`src/rtl/cpu_memory_stage_wait_if.sv`:
```
// Load/store IO bus between the memory stage (master) and the bus fabric (slave).
interface cpu_memory_stage_wait_if #(
    parameter int unsigned WIDTH     = 32,
    parameter int unsigned ADDR_BITS = 8
);
    logic [ADDR_BITS-1:0] addr;
    logic [WIDTH-1:0]     wrdata;
    logic                 rd;
    logic                 wr;
    logic                 ack;
    logic [WIDTH-1:0]     rddata;

    modport master (output addr, wrdata, rd, wr, input ack, rddata);
    modport slave  (input addr, wrdata, rd, wr, output ack, rddata);
endinterface

```
`src/rtl/cpu_memory_stage_wait.sv`:
```
// Stage 3 -> 4: branch resolution, stack-push select and a wait-state bus access
// with upstream stall and timeout.
module cpu_memory_stage_wait #(
    parameter int unsigned WIDTH     = 32,
    parameter int unsigned TAG_BITS  = 3,
    parameter int unsigned IMM_BITS  = 16,
    parameter int unsigned ADDR_BITS = 8,
    parameter int unsigned INT_TAG   = 0,
    parameter int unsigned TIMEOUT   = 16
) (
    input  logic                      clk,
    input  logic                      rst,
    input  logic                      in_valid_3a,
    output logic                      stall_3a,
    input  logic [1:0]                c_branch_3a,
    input  logic [2:0]                c_push_3a,
    input  logic [1:0]                c_mem_3a,
    input  logic                      alu_cond_3a,
    input  logic [WIDTH-1:0]          alu_out_3a,
    input  logic [IMM_BITS-1:0]       imm_3a,
    input  logic [WIDTH+TAG_BITS-1:0] pushimm_3a,
    input  logic [WIDTH-1:0]          pc_3a,
    input  logic [WIDTH+TAG_BITS-1:0] r0_3a,
    input  logic [WIDTH+TAG_BITS-1:0] r1_3a,
    cpu_memory_stage_wait_if.master   bus,
    output logic                      valid_4a,
    output logic                      kill_4a,
    output logic [WIDTH-1:0]          branch_target_4a,
    output logic [2:0]                c_push_4a,
    output logic [WIDTH+TAG_BITS-1:0] st_push_4a,
    output logic [WIDTH-1:0]          pc_4a,
    output logic                      bus_err_4a
);
    localparam int unsigned CNT_BITS = $clog2(TIMEOUT + 1);
    localparam logic [TAG_BITS-1:0] TAG = TAG_BITS'(INT_TAG);

    typedef enum logic [0:0] {StIdle, StWait} state_e;

    state_e                    state_q, state_d;
    logic [CNT_BITS-1:0]       cnt_q, cnt_d;
    logic                      mem_op, strobe, stall, timeout;
    logic                      take_branch;
    logic [WIDTH-1:0]          rel_target, br_target;
    logic                      push_en;
    logic [WIDTH+TAG_BITS-1:0] push_word;
    logic [2:0]                c_push_next;

    logic                      valid_q, kill_q, bus_err_q;
    logic [WIDTH-1:0]          target_q, pc_q;
    logic [2:0]                c_push_q;
    logic [WIDTH+TAG_BITS-1:0] push_q;

    // Bus handshake FSM: strobe, stall and wait-state counter.
    always_comb begin
        mem_op  = in_valid_3a && (c_mem_3a == 2'd1 || c_mem_3a == 2'd2);
        state_d = state_q;
        cnt_d   = cnt_q;
        strobe  = 1'b0;
        stall   = 1'b0;
        timeout = 1'b0;
        case (state_q)
            StIdle: begin
                if (mem_op) begin
                    strobe = 1'b1;
                    if (!bus.ack) begin
                        stall   = 1'b1;
                        state_d = StWait;
                        cnt_d   = CNT_BITS'(1);
                    end
                end
            end
            StWait: begin
                // Upstream holds its inputs while stalled, so c_mem_3a still names the op.
                strobe = 1'b1;
                if (bus.ack) begin
                    state_d = StIdle;
                    cnt_d   = '0;
                end else if (cnt_q == CNT_BITS'(TIMEOUT - 1)) begin
                    timeout = 1'b1;
                    state_d = StIdle;
                    cnt_d   = '0;
                end else begin
                    stall = 1'b1;
                    cnt_d = cnt_q + CNT_BITS'(1);
                end
            end
        endcase
    end

    // Strobes and stall are forced low during reset, even mid-transaction.
    always_comb begin
        bus.addr   = alu_out_3a[ADDR_BITS-1:0];
        bus.wrdata = r1_3a[WIDTH-1:0];
        bus.rd     = !rst && strobe && (c_mem_3a == 2'd1);
        bus.wr     = !rst && strobe && (c_mem_3a == 2'd2);
        stall_3a   = !rst && stall;
    end

    // Branch decode and target computation (relative target wraps modulo 2^WIDTH).
    always_comb begin
        rel_target  = pc_3a + {{(WIDTH - IMM_BITS){imm_3a[IMM_BITS-1]}}, imm_3a};
        take_branch = 1'b0;
        br_target   = rel_target;
        case (c_branch_3a)
            2'd1: take_branch = 1'b1;
            2'd2: begin
                take_branch = 1'b1;
                br_target   = alu_out_3a;
            end
            2'd3: take_branch = alu_cond_3a;
            default: take_branch = 1'b0;
        endcase
    end

    // Push word select; a timed-out load pushes zero data and a null push code.
    always_comb begin
        push_en   = 1'b1;
        push_word = push_q;
        case (c_push_3a)
            3'd1: push_word = {TAG, alu_out_3a};
            3'd2: push_word = pushimm_3a;
            3'd3: push_word = r0_3a;
            3'd4: push_word = r1_3a;
            3'd5: push_word = timeout ? {TAG, {WIDTH{1'b0}}} : {TAG, bus.rddata};
            default: push_en = 1'b0;
        endcase
        c_push_next = (timeout && c_push_3a == 3'd5) ? 3'd0 : c_push_3a;
    end

    // State and stage-4 registers; results advance only on a non-stalled cycle.
    always_ff @(posedge clk or posedge rst) begin
        if (rst) begin
            state_q   <= StIdle;
            cnt_q     <= '0;
            valid_q   <= 1'b0;
            kill_q    <= 1'b0;
            bus_err_q <= 1'b0;
            target_q  <= '0;
            pc_q      <= '0;
            c_push_q  <= '0;
            push_q    <= '0;
        end else begin
            state_q <= state_d;
            cnt_q   <= cnt_d;
            if (!stall) begin
                valid_q   <= in_valid_3a;
                kill_q    <= in_valid_3a && take_branch;
                bus_err_q <= in_valid_3a && timeout;
                c_push_q  <= c_push_next;
                if (in_valid_3a) begin
                    pc_q <= pc_3a;
                    if (take_branch) target_q <= br_target;
                    if (push_en)     push_q   <= push_word;
                end
            end else begin
                valid_q   <= 1'b0;
                kill_q    <= 1'b0;
                bus_err_q <= 1'b0;
            end
        end
    end

    assign valid_4a         = valid_q;
    assign kill_4a          = kill_q;
    assign bus_err_4a       = bus_err_q;
    assign branch_target_4a = target_q;
    assign pc_4a            = pc_q;
    assign c_push_4a        = c_push_q;
    assign st_push_4a       = push_q;
endmodule

```
`src/flat_wrapper.sv`:
```
// flat-port wrapper written by rule: the top's interface ports become plain ports
module cpu_memory_stage_wait_flat 
#(
    parameter int unsigned WIDTH     = 32,
    parameter int unsigned TAG_BITS  = 3,
    parameter int unsigned IMM_BITS  = 16,
    parameter int unsigned ADDR_BITS = 8,
    parameter int unsigned INT_TAG   = 0,
    parameter int unsigned TIMEOUT   = 16
)
  (clk, rst, in_valid_3a, stall_3a, c_branch_3a, c_push_3a, c_mem_3a, alu_cond_3a, alu_out_3a, imm_3a, pushimm_3a, pc_3a, r0_3a, r1_3a, valid_4a, kill_4a, branch_target_4a, c_push_4a, st_push_4a, pc_4a, bus_err_4a, bus_addr, bus_wrdata, bus_rd, bus_wr, bus_ack, bus_rddata);
  cpu_memory_stage_wait_if #(.WIDTH(WIDTH), .ADDR_BITS(ADDR_BITS)) bus_i ();
  input  logic clk;
  input  logic rst;
  input  logic in_valid_3a;
  output logic stall_3a;
  input  logic [1:0] c_branch_3a;
  input  logic [2:0] c_push_3a;
  input  logic [1:0] c_mem_3a;
  input  logic alu_cond_3a;
  input  logic [WIDTH-1:0] alu_out_3a;
  input  logic [IMM_BITS-1:0] imm_3a;
  input  logic [WIDTH+TAG_BITS-1:0] pushimm_3a;
  input  logic [WIDTH-1:0] pc_3a;
  input  logic [WIDTH+TAG_BITS-1:0] r0_3a;
  input  logic [WIDTH+TAG_BITS-1:0] r1_3a;
  output logic valid_4a;
  output logic kill_4a;
  output logic [WIDTH-1:0] branch_target_4a;
  output logic [2:0] c_push_4a;
  output logic [WIDTH+TAG_BITS-1:0] st_push_4a;
  output logic [WIDTH-1:0] pc_4a;
  output logic bus_err_4a;
  output wire logic [$bits(bus_i.addr)-1:0] bus_addr;
  output wire logic [$bits(bus_i.wrdata)-1:0] bus_wrdata;
  output wire logic [$bits(bus_i.rd)-1:0] bus_rd;
  output wire logic [$bits(bus_i.wr)-1:0] bus_wr;
  input wire logic [$bits(bus_i.ack)-1:0] bus_ack;
  input wire logic [$bits(bus_i.rddata)-1:0] bus_rddata;
  assign bus_addr = bus_i.addr;
  assign bus_wrdata = bus_i.wrdata;
  assign bus_rd = bus_i.rd;
  assign bus_wr = bus_i.wr;
  assign bus_i.ack = bus_ack;
  assign bus_i.rddata = bus_rddata;
  cpu_memory_stage_wait #(.WIDTH(WIDTH), .TAG_BITS(TAG_BITS), .IMM_BITS(IMM_BITS), .ADDR_BITS(ADDR_BITS), .INT_TAG(INT_TAG), .TIMEOUT(TIMEOUT)) u_core (.clk(clk), .rst(rst), .in_valid_3a(in_valid_3a), .stall_3a(stall_3a), .c_branch_3a(c_branch_3a), .c_push_3a(c_push_3a), .c_mem_3a(c_mem_3a), .alu_cond_3a(alu_cond_3a), .alu_out_3a(alu_out_3a), .imm_3a(imm_3a), .pushimm_3a(pushimm_3a), .pc_3a(pc_3a), .r0_3a(r0_3a), .r1_3a(r1_3a), .bus(bus_i), .valid_4a(valid_4a), .kill_4a(kill_4a), .branch_target_4a(branch_target_4a), .c_push_4a(c_push_4a), .st_push_4a(st_push_4a), .pc_4a(pc_4a), .bus_err_4a(bus_err_4a));
endmodule
```
`config.mk`:
```
export PLATFORM = sky130hd
export DESIGN_NAME = cpu_memory_stage_wait_flat
export DESIGN_NICKNAME = d
export VERILOG_FILES = /design/src/rtl/cpu_memory_stage_wait_if.sv /design/src/rtl/cpu_memory_stage_wait.sv /design/src/flat_wrapper.sv
export SDC_FILE = /design/constraint.sdc
export NUM_CORES = 1
export LEC_CHECK = 0
export BUFFER_PORTS_ARGS = -buffer_cell sky130_fd_sc_hd__buf_2
export CORE_AREA = 3 3 144 146
export CTS_CLUSTER_SIZE = 14
export DETAILED_ROUTE_END_ITERATION = 8
export DIE_AREA = 0 0 147 149
export PLACE_DENSITY = 0.69
export SETUP_SLACK_MARGIN = 0.4
export SLEW_MARGIN = 20
export SYNTH_ARGS = -nofsm -noshare
export SYNTH_HDL_FRONTEND = slang
export SYNTH_SLANG_ARGS = --single-unit
export TNS_END_PERCENT = 50
```
`constraint.sdc`:
```
create_clock -name clk -period 5.2 [get_ports clk]
set_input_delay 1.04 -clock clk [delete_from_list [all_inputs] [get_ports clk]]
set_output_delay 1.04 -clock clk [all_outputs]
set_load 0.01 [all_outputs]
```
==> flow_metrics.tcl, run 1 <==
set metrics [dict create \
    final-hold-violation-count 0 \
    criticalPathCategory "in -> out" \
    r2r_start "u_core.cnt_q[0]" \
    yosys.area.top_type "dfrtp_1" \
    swShare 0.365 \
    antenna_found_initial 6 \
    clkTransAtPathRegs_ps 70 \
    core_area_um2 19500 \
    synth_edf_count 0 \
    worstSkewPairLatency_ps 360 \
    htreeDepth 3 \
    whs_ps 474 \
    num_rows 51 \
    post-cts-setup-buffers 0 \
    synth_top_area_share 0.364 \
    maxCapViolations 0 \
    ioPinCount 377 \
    cp_max_fo 7 \
    ir_worst_vdd_v 0.000169 \
    gp_congestion 1.02 \
    cp.arrival_ps 2450 \
    crit_required_ps 4160 \
    startpoint "c_mem_3a[0]" \
    drc_errors 0 \
    final_common_cell "buf_2" \
    met1_length_mm 12.0 \
    dieArea_um2 21900 \
    combPwrFrac 0.370 \
    layout-drive-gt1-share 0.380 \
    area_growth_pct 26.2 \
    hp-class "reg -> reg" \
    tightest_slew_ps 860 \
    clock-sinks 111 \
    die_w_um 147 \
    setup_violations 0 \
    p_per_area_nw_per_um2 313 \
    ys_types 60 \
    dr.max_layer_used "met4" \
    synthArstFlopShare 1.00 \
    ys.flop_type "dfrtp_1" \
    grt_pass1_wl_mm 43.4 \
    power.internal_uw 1910 \
    wl_met2_mm 14.6 \
    period_minus_slack_ps 3490 \
    startpoint_type "primary input" \
    clock_power_share 0.241 \
    cts-root-buf "clkbuf_16" \
    dp.final_hpwl_mm 23.7 \
    wirelength_mm 29.3 \
    ant_nets 0 \
    grt_max_degree 68 \
    status "finished clean" \
    die_h_um 149 \
    routed_via_density 5.41 \
    cts_buffers 9 \
    ys_ff_latch 111 \
    dr.first_iter.drc_count 589 \
    power_frac_seq 0.389 \
    syn-num-nets 1148 \
    r2r_cells 10 \
    rsz0062_at_grt "no" \
    io_buffers 376 \
    avgSynthCellArea_um2 8.65 \
    yosysWarningCount 0 \
    slew_violations 0 \
    ctsHoldBuffers 0 \
    cp-endpoint "stall_3a" \
    p_switching_uw 1100 \
    fill_cells 1971 \
    clock-skew-final_ps 6.79 \
    met3_length_mm 1.95 \
    max_freq_mhz 286 \
    final_cell_mix "buf_2 (376), dfrtp_1 (111), a21oi_1 (105)" \
    nNetsFinal 1445 \
    max-slew-margin-rel 0.427 \
    r2r_slack_ps 2290 \
    r2r_end "u_core.branch_target_4a[28]" \
    multi_input_area_um2 4180 \
    ff_latch_area_um2 2780 \
    post_cts_resized 0 \
    drtPass1Iterations 5 \
    vias 7856 \
    postSynthCellCount 881 \
    fin_tns_setup_ps 0 \
    critPathCaptureType "output port" \
    leakage_uw 0.00476 \
    grt_pass1_vias 7545 \
    netlist_area_um2 7620 \
    clk_path_buf_depth 2 \
    finalCritPeriodShare 0.672 \
    wl_per_cell_um 20.1 \
    grt-ovfl-total 0 \
    ys_top_cells_by_area "dfrtp_1 (36%), a21oi_1 (6.9%), ha_1 (6.1%)" \
    cts_tree "built" \
    seq_area_frac_synth 0.364 \
    grt_use_total 0.254 \
    initial_core_util 0.390 \
]
## cell families after synthesis
| logic type | after synthesis | synth area share |
|---|---|---|
| AO/OA/AOI/OAI | 329 | 0.267 |
| XOR/XNOR | 31 | 0.0356 |
| adder cells (fa/ha/maj) | 38 | 0.0634 |
| buffers and inverters | 116 | 0.0880 |
| flip-flops | 111 | 0.364 |
| multiplexers | 36 | 0.0527 |
| AND/OR/NAND/NOR | 220 | 0.129 |
## registers in the layout, summed over array words and instances (netlist names), 3 cells and up
name,cells
u_core.branch_target_4a,32
u_core.c_push_4a,3
u_core.cnt_q,5
u_core.st_push_4a,35
u_core.pc_4a,32
## how the worst min path moves through the flow
stage / startpoint / to / cells after the start
6_report: u_core.st_push_4a[7] / u_core.st_push_4a[7] / 2
5_1_grt: u_core.st_push_4a[24] / u_core.st_push_4a[24] / 2
4_1_cts: u_core.st_push_4a[7] / u_core.st_push_4a[7] / 2
3_5_place_dp: u_core.st_push_4a[7] / u_core.st_push_4a[7] / 2
3_3_place_gp: u_core.st_push_4a[0] / u_core.st_push_4a[0] / 2
2_1_floorplan: u_core.cnt_q[4] / u_core.cnt_q[4] / 1
## worst max-delay path, cell delays in order
cell and delay, ps:
buf_2 90, inv_1 40, ha_1 330, inv_1 110, nand3_1 100, a21oi_1 410
and2_1 190, buf_2 150
## area by class of cell
| cell class | instances | share of cell area |
|---|---|---|
| Tap cell | 265 | 0.0345 |
| Inverter | 18 | 0.00729 |
| Sequential cell | 111 | 0.289 |
| Multi-Input combinational cell | 654 | 0.435 |
| Clock inverter | 4 | 0.00546 |
| Clock buffer | 12 | 0.0256 |
| Timing Repair Buffer | 384 | 0.202 |
| Antenna cell | 5 | 0.00130 |
## power groups by stage
stage | Sequential (uW) | Combinational [uW] | Clock (uW)
6_report | 1170 | 1110 | 725
5_1_grt | 1200 | 1220 | 778
4_1_cts | 1170 | 1120 | 737
3_5_place_dp | 1180 | 1120 | 0
3_3_place_gp | 1180 | 1100 | 0
2_1_floorplan | 1270 | 542 | 0
## synthesized netlist by cell type (2+ instances only)
cell,n
a211o_1,2
a21o_1,7
a21oi_1,105
a21oi_2,2
a221oi_1,12
a22oi_1,14
a31o_2,2
a31oi_1,7
a41oi_2,2
and2_1,5
and3_1,16
buf_2,21
buf_4,42
buf_6,5
clkbuf_1,26
clkbuf_2,3
dfrtp_1,111
ha_1,37
inv_1,18
mux2_2,33
mux2i_1,3
nand2_1,98
nand2b_1,6
nand3_1,10
nand3b_1,3
nand4_1,4
nor2_1,65
nor2b_1,4
nor3_1,2
o211ai_1,6
o21a_1,8
o21ai_0,82
o21ai_1,10
o21bai_1,3
o22ai_1,31
o31ai_1,22
or3_1,2
xnor2_1,14
xor2_1,17
## routing by layer
layer	global-route usage	vias up
met5	0	-
met4	0.0909	0
met3	0.0398	46
met2	0.443	332
met1	0.321	3735
li1	-	3743
## metrics by stage
step | area, um2 | cells | utilization | total power, uW | worst slack [ps]
2_1_floorplan | 7620 | 881 | - | 1810 | 413
3_3_place_gp | 9300 | 1432 | 0.476 | 2280 | 1760
6_report | 9620 | 1453 | 0.493 | 3010 | 1710
5_1_grt | 9620 | 1453 | 0.493 | 3190 | 1590
4_1_cts | 9600 | 1448 | 0.492 | 3030 | 1730
3_5_place_dp | 9300 | 1432 | 0.476 | 2300 | 1750
(Power assumes the default switching activity.)
==> inputs of run 2 (changes only) <==
--- a/config.mk
+++ b/config.mk
@@ -5,12 +5,13 @@
 export SDC_FILE = /design/constraint.sdc
 export NUM_CORES = 1
 export LEC_CHECK = 0
+export ABC_AREA = 1
 export BUFFER_PORTS_ARGS = -buffer_cell sky130_fd_sc_hd__buf_2
-export CORE_AREA = 3 3 144 146
+export CORE_AREA = 3 3 146 148
 export CTS_CLUSTER_SIZE = 14
 export DETAILED_ROUTE_END_ITERATION = 8
-export DIE_AREA = 0 0 147 149
-export PLACE_DENSITY = 0.69
+export DIE_AREA = 0 0 149 151
+export PLACE_DENSITY = 0.74
 export SETUP_SLACK_MARGIN = 0.4
 export SLEW_MARGIN = 20
 export SYNTH_ARGS = -nofsm -noshare
==> constraint.sdc (replaced) <==
create_clock -name clk -period 3.1 [get_ports clk]
set_input_delay 0.62 -clock clk [delete_from_list [all_inputs] [get_ports clk]]
set_output_delay 0.62 -clock clk [all_outputs]
set_load 0.01 [all_outputs]
==> run 2 against run 1 <==
- power up 66%
- worst setup slack worse by 1100 ps
- flip-flop and latch count unchanged
- critical endpoint unchanged
- wire length increased by 11%
- sequential share of layout area shrank 2.2 points
- via count is 17% higher
==> flow_metrics.tcl, run 2 <==
set metrics [dict create \
    status "finished clean" \
    ir_worst_vdd_v 0.000337 \
    syn-num-nets 1518 \
    final_common_cell "nand2_1" \
    hp-class "in -> async" \
    largest_reg_flops 35 \
    clock-sinks 111 \
    whs_ps 416 \
    max_freq_mhz 408 \
    max-slew-margin-rel 0.560 \
    core_area_um2 20200 \
    critPathCaptureType "output port" \
    cts-root-buf "clkbuf_16" \
    post_cts_resized 0 \
    avgSynthCellArea_um2 6.62 \
    io_buffers 376 \
    slew_violations 0 \
    num_rows 52 \
    r2r_end "u_core.pc_4a[0]" \
    dr.first_iter.drc_count 498 \
    antenna_found_initial 4 \
    wl_per_cell_um 17.6 \
    worstSkewPairLatency_ps 360 \
    period_minus_slack_ps 2450 \
    ctsHoldBuffers 0 \
    leakage_uw 0.00616 \
    ys_top_cells_by_area "dfrtp_1 (34%), nand2_1 (24%), inv_1 (6.6%)" \
    synth_top_area_share 0.335 \
    tightest_slew_ps 660 \
    drtPass1Iterations 5 \
    fill_cells 2065 \
    ys_top_cells_by_count "nand2_1 (521), inv_1 (145), dfrtp_1 (111), nor2_1 (79), nand3_1 (63)" \
    final-hold-violation-count 0 \
    grt-ovfl-total 0 \
    ys.flop_type "dfrtp_1" \
    gp_congestion 0.961 \
    placed_cell_area_um2 10100 \
    wirelength_mm 32.5 \
    yosys.area.top_type "dfrtp_1" \
    startpoint_type "primary input" \
    grt_pass1_wl_mm 48.4 \
    grt_pass1_vias 8685 \
    clock-skew-final_ps 7.65 \
    seq_area_frac_synth 0.335 \
    dp.final_hpwl_mm 26.5 \
    grt_use_total 0.279 \
    final_cell_mix "nand2_1 (521), buf_2 (376), inv_1 (144)" \
    synth.most_common_cell "nand2_1" \
    rsz0062_at_grt "no" \
    cp_max_fo 6 \
    finalCritPeriodShare 0.790 \
    ys_ff_latch 111 \
    r2r_cells 9 \
    synthArstFlopShare 1.00 \
    ioPinCount 377 \
    htreeDepth 3 \
    grt_max_degree 112 \
    yosysWarningCount 0 \
    final_util 0.517 \
    vias 9187 \
    cp.arrival_ps 1830 \
    startpoint "c_mem_3a[0]" \
    power_uw 4990 \
    r2r_slack_ps 970 \
    clk_path_buf_depth 2 \
    postSynthCellCount 1251 \
    ant_nets 0 \
    ys_types 41 \
    criticalPathCategory "in -> out" \
    die_w_um 149 \
    netlist_area_um2 8290 \
    maxCapViolations 0 \
    cp-endpoint "stall_3a" \
    area_growth_pct 25.7 \
    p_per_area_nw_per_um2 479 \
    final_cell_area_um2 10400 \
    synth_edf_count 0 \
    clkTransAtPathRegs_ps 80 \
    crit_required_ps 2480 \
    dieArea_um2 22500 \
    setup_violations 0 \
    layout-drive-gt1-share 0.269 \
    nNetsFinal 1838 \
    die_h_um 151 \
    cts_tree "built" \
    r2r_start "u_core.cnt_q[1]" \
    cts_buffers 9 \
    routed_via_density 4.97 \
    drc_errors 0 \
    post-cts-setup-buffers 0 \
    initial_core_util 0.411 \
]
## run 2: cell families after synthesis
family,synth area share
adder cells (fa/ha/maj),0.0583
AND/OR/NAND/NOR,0.337
flip-flops,0.335
buffers and inverters,0.130
AO/OA/AOI/OAI,0.125
XOR/XNOR,0.0148
## run 2: how the worst min path moves through the flow
stage	slack, ps	to	cells after the start	start
2_1_floorplan	510	u_core.st_push_4a[32]	2	u_core.st_push_4a[32]
5_1_grt	480	u_core.pc_4a[22]	3	pc_3a[22]
6_report	420	u_core.st_push_4a[7]	3	rst
3_5_place_dp	460	u_core.pc_4a[6]	2	u_core.pc_4a[6]
4_1_cts	460	u_core.pc_4a[5]	3	pc_3a[5]
3_3_place_gp	460	u_core.pc_4a[1]	2	u_core.pc_4a[1]
## run 2: area by class of cell
cell class,count,area (um2),area share
Clock inverter,7,57.6,0.00552
Antenna cell,3,7.51,0.000721
Inverter,149,566,0.0543
Timing Repair Buffer,389,2000,0.192
Sequential cell,111,2780,0.267
Clock buffer,9,225,0.0216
Multi-Input combinational cell,911,4440,0.426
Tap cell,270,338,0.0324
## run 2: worst max-delay path, stage by stage
cell	delay, ps
buf_2	90
inv_1	40
ha_1	300
nor3_1	240
nand2_1	100
o21a_4	170
nor2_1	120
buf_2	150
## run 2: per-layer routing
metal  GRT usage  up-vias  wire [um]
met5           0        -         13
met2       0.453      333      15000
met3      0.0476       63       2030
met4       0.114        2       1190
li1            -     4572          -
met1       0.370     4217      14200
## run 2: report_power, final
part / switching (uW) / internal (uW) / leakage, uW / total (uW)
Combinational: 1170 / 710 / 0.00466 / 1880
Sequential: 177 / 1760 / 0.00136 / 1930
Clock: 611 / 558 / 0.000134 / 1170
## run 2: per-stage QoR
step / TNS [ps] / cells / setup slack, ps
finish: 0 / 1849 / 651
global route: 0 / 1849 / 608
CTS: 0 / 1846 / 667
detailed placement: 0 / 1830 / 563
global placement: 0 / 1830 / 595
floorplan: -117 / 1251 / -58.5
